===== src/rtl/uart_alu_frontend.sv =====
`default_nettype none
// ============================================================================
// Module  : uart_alu_frontend
// Brief   : Builds ALU operands/opcode from UART RX bytes (MSB first), strobes
//           the ALU, and streams the result back MSB first over UART TX.
// Rev     : 1.0
// ============================================================================
module uart_alu_frontend #(
    parameter int NB_DATA     = 8,
    parameter int NB_OP       = 6,
    parameter int TIMEOUT_CYC = 1000000
) (
    input  logic               i_clk,
    input  logic               i_rst_n,
    input  logic [7:0]         i_rx_data,
    input  logic               i_rx_done,
    input  logic [NB_DATA-1:0] i_alu_result,
    output logic [NB_DATA-1:0] o_data_a,
    output logic [NB_DATA-1:0] o_data_b,
    output logic [NB_OP-1:0]   o_op,
    output logic               o_alu_valid,
    output logic [7:0]         o_tx_data,
    output logic               o_tx_start,
    input  logic               i_tx_done,
    output logic               o_busy,
    output logic               o_error
);
    localparam int c_N_BYTES = NB_DATA / 8;
    localparam int c_BC_W    = (c_N_BYTES > 1) ? $clog2(c_N_BYTES) : 1;
    localparam int c_TO_W    = (TIMEOUT_CYC > 0) ? $clog2(TIMEOUT_CYC + 1) : 1;

    localparam logic [c_BC_W-1:0] c_LAST_BYTE = c_BC_W'(c_N_BYTES - 1);
    localparam logic [c_TO_W-1:0] c_TO_MAX    = c_TO_W'(TIMEOUT_CYC);

    localparam logic [2:0] c_S_WAIT_A  = 3'd0;
    localparam logic [2:0] c_S_WAIT_B  = 3'd1;
    localparam logic [2:0] c_S_WAIT_OP = 3'd2;
    localparam logic [2:0] c_S_EXEC    = 3'd3;
    localparam logic [2:0] c_S_SEND    = 3'd4;
    localparam logic [2:0] c_S_WAIT_TX = 3'd5;

    logic [2:0]         r_state;
    logic [2:0]         w_next_state;
    logic [NB_DATA-1:0] r_data_a;
    logic [NB_DATA-1:0] r_data_b;
    logic [NB_OP-1:0]   r_op;
    logic [NB_DATA-1:0] r_tx_shift;
    logic [c_BC_W-1:0]  r_byte_cnt;
    logic [c_TO_W-1:0]  r_to_cnt;

    logic w_rx_phase;
    logic w_accept;
    logic w_partial;
    logic w_timeout;
    logic w_last;

    assign w_rx_phase = (r_state == c_S_WAIT_A) || (r_state == c_S_WAIT_B) ||
                        (r_state == c_S_WAIT_OP);
    assign w_accept   = i_rx_done && w_rx_phase;
    assign w_partial  = ((r_state == c_S_WAIT_A) && (r_byte_cnt != '0)) ||
                        (r_state == c_S_WAIT_B) || (r_state == c_S_WAIT_OP);
    // A byte arriving in the expiry cycle takes priority over the timeout.
    assign w_timeout  = (TIMEOUT_CYC != 0) && w_partial && !i_rx_done &&
                        (r_to_cnt == c_TO_MAX);
    assign w_last     = (r_byte_cnt == c_LAST_BYTE);

    always_ff @(posedge i_clk or negedge i_rst_n) begin
        if (!i_rst_n) begin
            r_state <= c_S_WAIT_A;
        end else begin
            r_state <= w_next_state;
        end
    end

    always_comb begin
        w_next_state = r_state;
        case (r_state)
            c_S_WAIT_A: begin
                if (w_timeout)                  w_next_state = c_S_WAIT_A;
                else if (i_rx_done && w_last)   w_next_state = c_S_WAIT_B;
            end
            c_S_WAIT_B: begin
                if (w_timeout)                  w_next_state = c_S_WAIT_A;
                else if (i_rx_done && w_last)   w_next_state = c_S_WAIT_OP;
            end
            c_S_WAIT_OP: begin
                if (w_timeout)                  w_next_state = c_S_WAIT_A;
                else if (i_rx_done)             w_next_state = c_S_EXEC;
            end
            c_S_EXEC:                           w_next_state = c_S_SEND;
            c_S_SEND:                           w_next_state = c_S_WAIT_TX;
            c_S_WAIT_TX: begin
                if (i_tx_done)                  w_next_state = w_last ? c_S_WAIT_A : c_S_SEND;
            end
            default:                            w_next_state = c_S_WAIT_A;
        endcase
    end

    always_comb begin
        o_alu_valid = (r_state == c_S_EXEC);
        o_tx_start  = (r_state == c_S_SEND);
        o_busy      = (r_state == c_S_EXEC) || (r_state == c_S_SEND) ||
                      (r_state == c_S_WAIT_TX);
        o_error     = w_timeout;
        o_tx_data   = 8'h00;
        if ((r_state == c_S_SEND) || (r_state == c_S_WAIT_TX)) begin
            o_tx_data = r_tx_shift[NB_DATA-1 -: 8];
        end
    end

    // Byte counter doubles as RX byte index and TX byte index.
    always_ff @(posedge i_clk or negedge i_rst_n) begin
        if (!i_rst_n) begin
            r_data_a   <= '0;
            r_data_b   <= '0;
            r_op       <= '0;
            r_tx_shift <= '0;
            r_byte_cnt <= '0;
        end else begin
            case (r_state)
                c_S_WAIT_A: begin
                    if (i_rx_done) begin
                        r_data_a   <= NB_DATA'({r_data_a, i_rx_data});
                        r_byte_cnt <= w_last ? '0 : r_byte_cnt + 1'b1;
                    end else if (w_timeout) begin
                        r_byte_cnt <= '0;
                    end
                end
                c_S_WAIT_B: begin
                    if (i_rx_done) begin
                        r_data_b   <= NB_DATA'({r_data_b, i_rx_data});
                        r_byte_cnt <= w_last ? '0 : r_byte_cnt + 1'b1;
                    end else if (w_timeout) begin
                        r_byte_cnt <= '0;
                    end
                end
                c_S_WAIT_OP: begin
                    if (i_rx_done) begin
                        r_op       <= i_rx_data[NB_OP-1:0];
                        r_byte_cnt <= '0;
                    end else if (w_timeout) begin
                        r_byte_cnt <= '0;
                    end
                end
                c_S_EXEC: begin
                    r_tx_shift <= i_alu_result;
                end
                c_S_WAIT_TX: begin
                    if (i_tx_done) begin
                        r_byte_cnt <= w_last ? '0 : r_byte_cnt + 1'b1;
                        r_tx_shift <= r_tx_shift << 8;
                    end
                end
                default: ;
            endcase
        end
    end

    always_ff @(posedge i_clk or negedge i_rst_n) begin
        if (!i_rst_n) begin
            r_to_cnt <= '0;
        end else if (w_accept || !w_partial || w_timeout) begin
            r_to_cnt <= '0;
        end else if (r_to_cnt != c_TO_MAX) begin
            r_to_cnt <= r_to_cnt + 1'b1;
        end
    end

    assign o_data_a = r_data_a;
    assign o_data_b = r_data_b;
    assign o_op     = r_op;

endmodule
`default_nettype wire


===== config.mk =====
export PLATFORM = sky130hd
export DESIGN_NAME = uart_alu_frontend
export DESIGN_NICKNAME = d
export VERILOG_FILES = /design/src/rtl/uart_alu_frontend.sv
export SDC_FILE = /design/constraint.sdc
export NUM_CORES = 1
export LEC_CHECK = 0
export BUFFER_PORTS_ARGS = -buffer_cell sky130_fd_sc_hd__buf_2
export CAP_MARGIN = 5
export CORE_MARGIN = 1.5
export CORE_UTILIZATION = 54
export DETAILED_ROUTE_END_ITERATION = 8
export PLACE_DENSITY = 0.87
export SETUP_SLACK_MARGIN = 0.15
export SYNTH_ARGS = -nofsm -noshare
export SYNTH_HDL_FRONTEND = slang
export SYNTH_SLANG_ARGS = --single-unit

===== constraint.sdc =====
create_clock -name i_clk -period 3.1 [get_ports i_clk]
set_input_delay 0.62 -clock i_clk [delete_from_list [all_inputs] [get_ports i_clk]]
set_output_delay 0.62 -clock i_clk [all_outputs]
set_load 0.005 [all_outputs]

# Word-level counts from Yosys, hierarchy flattened
# Cells that the tools add are included.
# word_totals
ff_bits,54
out_inout_bits,34
rom_bits,0
latch_bits,0
input_bits,20
mem_bits_rw,0
elab_cells,68
mem_count,0
# classes
n_div,0
shift,0
reduce_logical,27
mux,20
n_lt_le_gt_ge,0
multipliers,0
addsub,2
bitwise_logic,1
eq_ne,11
# ops
op,count
$mux W20,2
$mux W3,8
$add A20 B1 Y20 const B,1
$eq A20 B20 Y1 const B,1
$ne A20 B20 Y1 const B,1
$pmux W3 S6,1
$mux W8,2
$pmux W8 S2,1
$reduce_and A2 Y1,5
$logic_or A1 B1 Y1,9
$eq A3 B2 Y1 const B,2
$eq A3 B3 Y1 const B,2
$ne A3 B2 Y1 const B,2
$logic_and A1 B1 Y1,5
$mux W1,5
$reduce_and A4 Y1,1
$reduce_bool A2 Y1,2
$eq A3 B1 Y1 const B,1
$logic_not A3 Y1,1
$ne A3 B3 Y1 const B,1
$pmux W1 S3,1
$reduce_bool A3 Y1,1
$logic_not A1 Y1,2
$ne A2 B2 Y1 const B,1
3 further kinds,3

# Longest topological paths before layout
# logic_depth
depth_word,9
mapped_depth,7
ltp_nobuf,6

# Least setup slack after synthesis
# OpenSTA, ideal clock, no wires.
# synth_path
path_type,flip-flop to output port
startpoint,register r_to_cnt[0]
endpoint,output port o_error
slack_ns,0.665
path_stages_with_launch,6
t_arrival_ns,1.815
required_time_ns,2.480
cell_sequence,dfrtp_1 -> inv_1 -> ha_1 -> or4b_1 -> or4_4 -> nor3_2
# synth_via
elab_chain_cells,2
# synth_lines
item,line_no,text
"start, declared",49,logic [c_TO_W-1:0] r_to_cnt;
"start signal, assigned",165,r_to_cnt <= r_to_cnt + 1'b1;
$eq A20 B20 Y1,64,(r_to_cnt == c_TO_MAX);
$logic_and A1 B1 Y1,63,assign w_timeout = (TIMEOUT_CYC != 0) && w_partial && !i_rx_done &&
"end, declared",26,output logic o_error
# No other way between the ends.

# Worst setup path in the final report
# layout_path
startpoint,register r_to_cnt[5]
endpoint,output port o_error
# The elaborated chain is that of the path after synthesis.

==> impl_results.html <==
<table>
<tr><th>Metric</th><th>Value</th></tr>
<tr><th colspan="2">Run status</th></tr>
<tr><td>Run status</td><td>completed</td></tr>
<tr><th colspan="2">Clock tree</th></tr>
<tr><td>Buffer cell driving the clock tree root</td><td>sky130_fd_sc_hd__clkbuf_8</td></tr>
<tr><td>Clock input transition at the sequential cells of the worst setup and hold paths</td><td>around 0.1 ns</td></tr>
<tr><td># clock sinks</td><td>54</td></tr>
<tr><td>TritonCTS clock tree</td><td>built</td></tr>
<tr><td>Hold buffer count at cts</td><td>0</td></tr>
<tr><td>Clk Latency, worst-skew pair</td><td>0.31 ns</td></tr>
<tr><td>Max H-tree Level</td><td>2</td></tr>
<tr><td>Maximum root-to-sink buffer count</td><td>2</td></tr>
<tr><td>TritonCTS buffer count</td><td>5</td></tr>
<tr><th colspan="2">Floorplanning</th></tr>
<tr><td>Starting utilization of the core area</td><td>approximately 57%</td></tr>
<tr><td>Die height</td><td>around 71 µm</td></tr>
<tr><td>Count of pins on the block boundary</td><td>54</td></tr>
<tr><td>Width of the chip</td><td>approximately 71 µm</td></tr>
<tr><td>Full die area</td><td>between 5000 and 6000 µm²</td></tr>
<tr><td>Core Region</td><td>between 4000 and 5000 µm²</td></tr>
<tr><td>Placement row count</td><td>24</td></tr>
<tr><th colspan="2">STA</th></tr>
<tr><td>TNS Setup</td><td>0 ns</td></tr>
<tr><td>Number of slew-limit violations in the final report</td><td>0</td></tr>
<tr><td>Unrepaired setup endpoints after global routing</td><td>no</td></tr>
<tr><td>Worst slack on hold paths</td><td>0.407 ns</td></tr>
<tr><td>Headroom to the max-slew limit</td><td>48.8%</td></tr>
<tr><td>Post-route fraction of the period consumed by the critical path</td><td>between 90% and 100%</td></tr>
<tr><td>Number of setup violations in the final report</td><td>0</td></tr>
<tr><td>Number of hold violations in the final report</td><td>0</td></tr>
<tr><td>Fmax</td><td>~350 MHz</td></tr>
<tr><td>Slew of the pin with the lowest slew margin</td><td>0.763 ns</td></tr>
<tr><td>Worst clock skew on the final layout</td><td>approximately 0.008 ns</td></tr>
<tr><td>Final min period</td><td>~2.8 ns</td></tr>
<tr><th colspan="2">Global route</th></tr>
<tr><td>First-pass GRT wire length</td><td>just over 8000 µm</td></tr>
<tr><td>Number of antenna violations at the first check in global routing</td><td>0</td></tr>
<tr><td>Via count of the first global-routing pass</td><td>1,858</td></tr>
<tr><td>Maximum number of pins on one net before global-route repair</td><td>55</td></tr>
<tr><td>Residual overflow from global routing</td><td>0</td></tr>
<tr><td>Total routing usage reported by global routing</td><td>between 20% and 30%</td></tr>
<tr><th colspan="2">Worst setup path</th></tr>
<tr><td>Worst EP required</td><td>approximately 2.5 ns</td></tr>
<tr><td>Peak fanout along the critical path</td><td>7</td></tr>
<tr><td>Classification of the worst setup path</td><td>flop to output port</td></tr>
<tr><td>Type of destination of the critical path</td><td>output port</td></tr>
<tr><td>Worst endpoint data arrival time</td><td>between 2 and 2.5 ns</td></tr>
<tr><td>Reg-to-reg slack, setup</td><td>0.81 ns</td></tr>
<tr><td>Type of element launching the critical path</td><td>flop</td></tr>
<tr><th colspan="2">Placement</th></tr>
<tr><td>Final weighted congestion in routability-driven placement</td><td>around 0.80</td></tr>
<tr><td>Dpl hpwl</td><td>3440 µm</td></tr>
<tr><td>IO Port Bufs</td><td>53</td></tr>
<tr><th colspan="2">Power and ir drop</th></tr>
<tr><td>Share of power burned in the clock network</td><td>about a fifth</td></tr>
<tr><td>Net switching power of the design</td><td>roughly 0.00078 W</td></tr>
<tr><td>Register share of total power</td><td>roughly 46%</td></tr>
<tr><td>Relative contribution of combinational cells to total power</td><td>a little over a third</td></tr>
<tr><td>Share of total power consumed by net switching</td><td>between 30% and 40%</td></tr>
<tr><td>P_leak</td><td>around 1.4 nW</td></tr>
<tr><td>Total power</td><td>~0.0024 W</td></tr>
<tr><td>Pwr dens</td><td>a little over 800 nW/µm²</td></tr>
<tr><td>Internal cell power</td><td>roughly 0.0016 W</td></tr>
<tr><td>Worst VDD drop</td><td>0.649 mV</td></tr>
<tr><th colspan="2">Routing</th></tr>
<tr><td>Routed wirelength normalized by instance count</td><td>~15 µm</td></tr>
<tr><td>Total routed wirelength</td><td>5060 µm</td></tr>
<tr><td>Drt via density</td><td>5.77</td></tr>
<tr><td>Number of remaining DRC errors</td><td>0</td></tr>
<tr><td>Number of design-rule violations left by the first detailed-router iteration</td><td>96</td></tr>
<tr><td>Detailed-route via count</td><td>1,951</td></tr>
<tr><td>Antenna violation net count after detailed routing</td><td>0</td></tr>
<tr><td>Pre-Repair DR Iteration Count</td><td>4</td></tr>
<tr><th colspan="2">Synth</th></tr>
<tr><td>Cells taking the most area after synthesis</td><td>sky130_fd_sc_hd__dfrtp_1 (54%), sky130_fd_sc_hd__mux2_2 (9.9%), sky130_fd_sc_hd__nor2_1 (4.0%)</td></tr>
<tr><td>Post-synth net total</td><td>around 250</td></tr>
<tr><td>Syn avg cell area</td><td>between 10 and 15 µm²</td></tr>
<tr><td>Number of warnings reported in the yosys synthesis log</td><td>0</td></tr>
<tr><td>Number of instances in the synthesized netlist</td><td>~230</td></tr>
<tr><td>Yosys top cell area share</td><td>approximately 54%</td></tr>
<tr><td>Synthesized cell area</td><td>between 2000 and 3000 µm²</td></tr>
<tr><td>Cell variety after synth</td><td>36</td></tr>
<tr><td>Sequential fraction of the synthesis area</td><td>53.8%</td></tr>
<tr><td>Flop and latch count out of synthesis</td><td>54</td></tr>
<tr><td>Cell type with the highest aggregate area in the netlist</td><td>sky130_fd_sc_hd__dfrtp_1</td></tr>
<tr><th colspan="2">Finish</th></tr>
<tr><td>Final-stage net count</td><td>307</td></tr>
<tr><td>Layout Area Growth over Synthesis</td><td>17.2%</td></tr>
<tr><td>Diodes inserted</td><td>0</td></tr>
<tr><td>Share of cells above drive strength 1</td><td>roughly a third</td></tr>
<tr><td>Post-Route Utilization</td><td>66.7%</td></tr>
<tr><th colspan="2">Run</th></tr>
<tr><td>Max-Cap Viols</td><td>0</td></tr>
<tr><th colspan="2">Hold path</th></tr>
<tr><td>Hold Path Class</td><td>input port to async pin</td></tr>
</table>
==> critical path, cell delays in order (launching register included) <==
cell and delay [ns]:
sky130_fd_sc_hd__dfrtp_2 0.45, sky130_fd_sc_hd__or4b_1 0.53, sky130_fd_sc_hd__or4_4 0.60, sky130_fd_sc_hd__nor3_4 0.17
sky130_fd_sc_hd__buf_2 0.15
==> logic make-up (layout without fill, tap and decap cells) <==
logic type / Yosys count / after routing / synth area share (%)
and+or+nand+nor: 86 / 86 / 18.9
DFF: 54 / 54 / 53.8
AOI/OAI and AO/OA: 37 / 37 / 9.01
muxes: 23 / 23 / 10.3
buffers and inverters: 17 / 72 / 2.89
xor gates and xnor gates: 12 / 12 / 4.18
adders and majority gates: 2 / 2 / 0.995
==> per-stage QoR <==
step	setup slack, ns	instance area, µm²	std cells
after floorplan	0.665	2510	231
final	0.273	2950	338
after global placement	0.500	2810	328
after detailed placement	0.446	2810	328
after CTS	0.191	2940	338
after global routing	0.212	2950	338
==> cells in the mapped netlist, drive strengths merged <==
master and number:
nor3 6, inv 7, nor4 1, a2111oi 1, xnor2 4, a21oi 16, nand3 8, nor3b 1
o2111ai 1, mux2 22, and4 2, or3 4, buf 2, or4 4, and3 9, xor2 8
nand2b 1, clkbuf 8, nand2 11, o21bai 1, mux2i 1, o21ai 6, nand4 5, ha 2
or4b 4, dfrtp 54, nor2 27, o31ai 3, o211ai 1, nand4bb 1, o22ai 8, and2 2
==> sequential cells by signal, indices dropped and copies added, names as in the netlist <==
register,cells
o_data_a,8
o_data_b,8
o_op,6
r_byte_cnt,1
r_state,3
r_to_cnt,20
r_tx_shift,8
==> final cells by class <==
type / instances / area, µm²
fill: 333 / 1470
sequential: 54 / 1350
multi-input combinational: 160 / 1100
timing repair buffer: 57 / 295
clock buffer: 6 / 72.6
tap: 52 / 65.1
clock inverter: 2 / 37.5
inverter: 7 / 26.3
==> path summary, 6_finish.rpt <==
check                       startpoint             to  cells past startpoint
setup / recovery           r_to_cnt[5]        o_error                      4
hold / removal                 i_rst_n  r_tx_shift[5]                      2
setup reg to reg           r_to_cnt[5]   r_to_cnt[12]                      4
hold reg to reg                o_op[1]        o_op[1]                      1
max in group asynchronous      i_rst_n    r_to_cnt[5]                      2
min in group i_clk             o_op[1]        o_op[1]                      1
==> repair_timing <==
item                       CTS  global route
setup buffers                2             0
setup endpoints to repair    1             1
resized for setup            1             1
pin swaps                    0             2
==> power groups by stage <==
stage | registers (W) | logic (W) | clock network (W)
finish | 0.00109 | 0.000827 | 0.000464
global route | 0.00112 | 0.000906 | 0.000489
CTS | 0.00108 | 0.000833 | 0.000473
detailed placement | 0.00110 | 0.000811 | 0
global placement | 0.00109 | 0.000783 | 0
floorplan | 0.00106 | 0.000545 | 0
==> placed cells by master (no fill, tap or decap), types with 2 or more instances in the layout <==
cell,n
sky130_fd_sc_hd__clkbuf_8,5
sky130_fd_sc_hd__mux2_2,22
sky130_fd_sc_hd__o22ai_1,8
sky130_fd_sc_hd__or3_1,4
sky130_fd_sc_hd__or4_1,3
sky130_fd_sc_hd__dfrtp_1,53
sky130_fd_sc_hd__xor2_1,8
sky130_fd_sc_hd__nand2_1,11
sky130_fd_sc_hd__nand3_1,8
sky130_fd_sc_hd__nor3_1,4
sky130_fd_sc_hd__xnor2_1,4
sky130_fd_sc_hd__or4b_1,3
sky130_fd_sc_hd__and2_1,2
sky130_fd_sc_hd__and4_1,2
sky130_fd_sc_hd__o31ai_1,3
sky130_fd_sc_hd__buf_2,53
sky130_fd_sc_hd__and3_1,9
sky130_fd_sc_hd__nand4_1,5
sky130_fd_sc_hd__nor2_1,27
sky130_fd_sc_hd__buf_4,4
sky130_fd_sc_hd__o21ai_0,6
sky130_fd_sc_hd__ha_1,2
sky130_fd_sc_hd__inv_1,7
sky130_fd_sc_hd__a21oi_1,16
==> routing by layer <==
layer / GRT usage [%] / vias up / routed length (µm)
li1: - / 935 / -
met1: 25.4 / 953 / 2220
met2: 35.4 / 56 / 2540
met3: 3.38 / 7 / 212
met4: 8.39 / 0 / 80
met5: 0 / - / 0
Power figures use the tool's default switching activity.
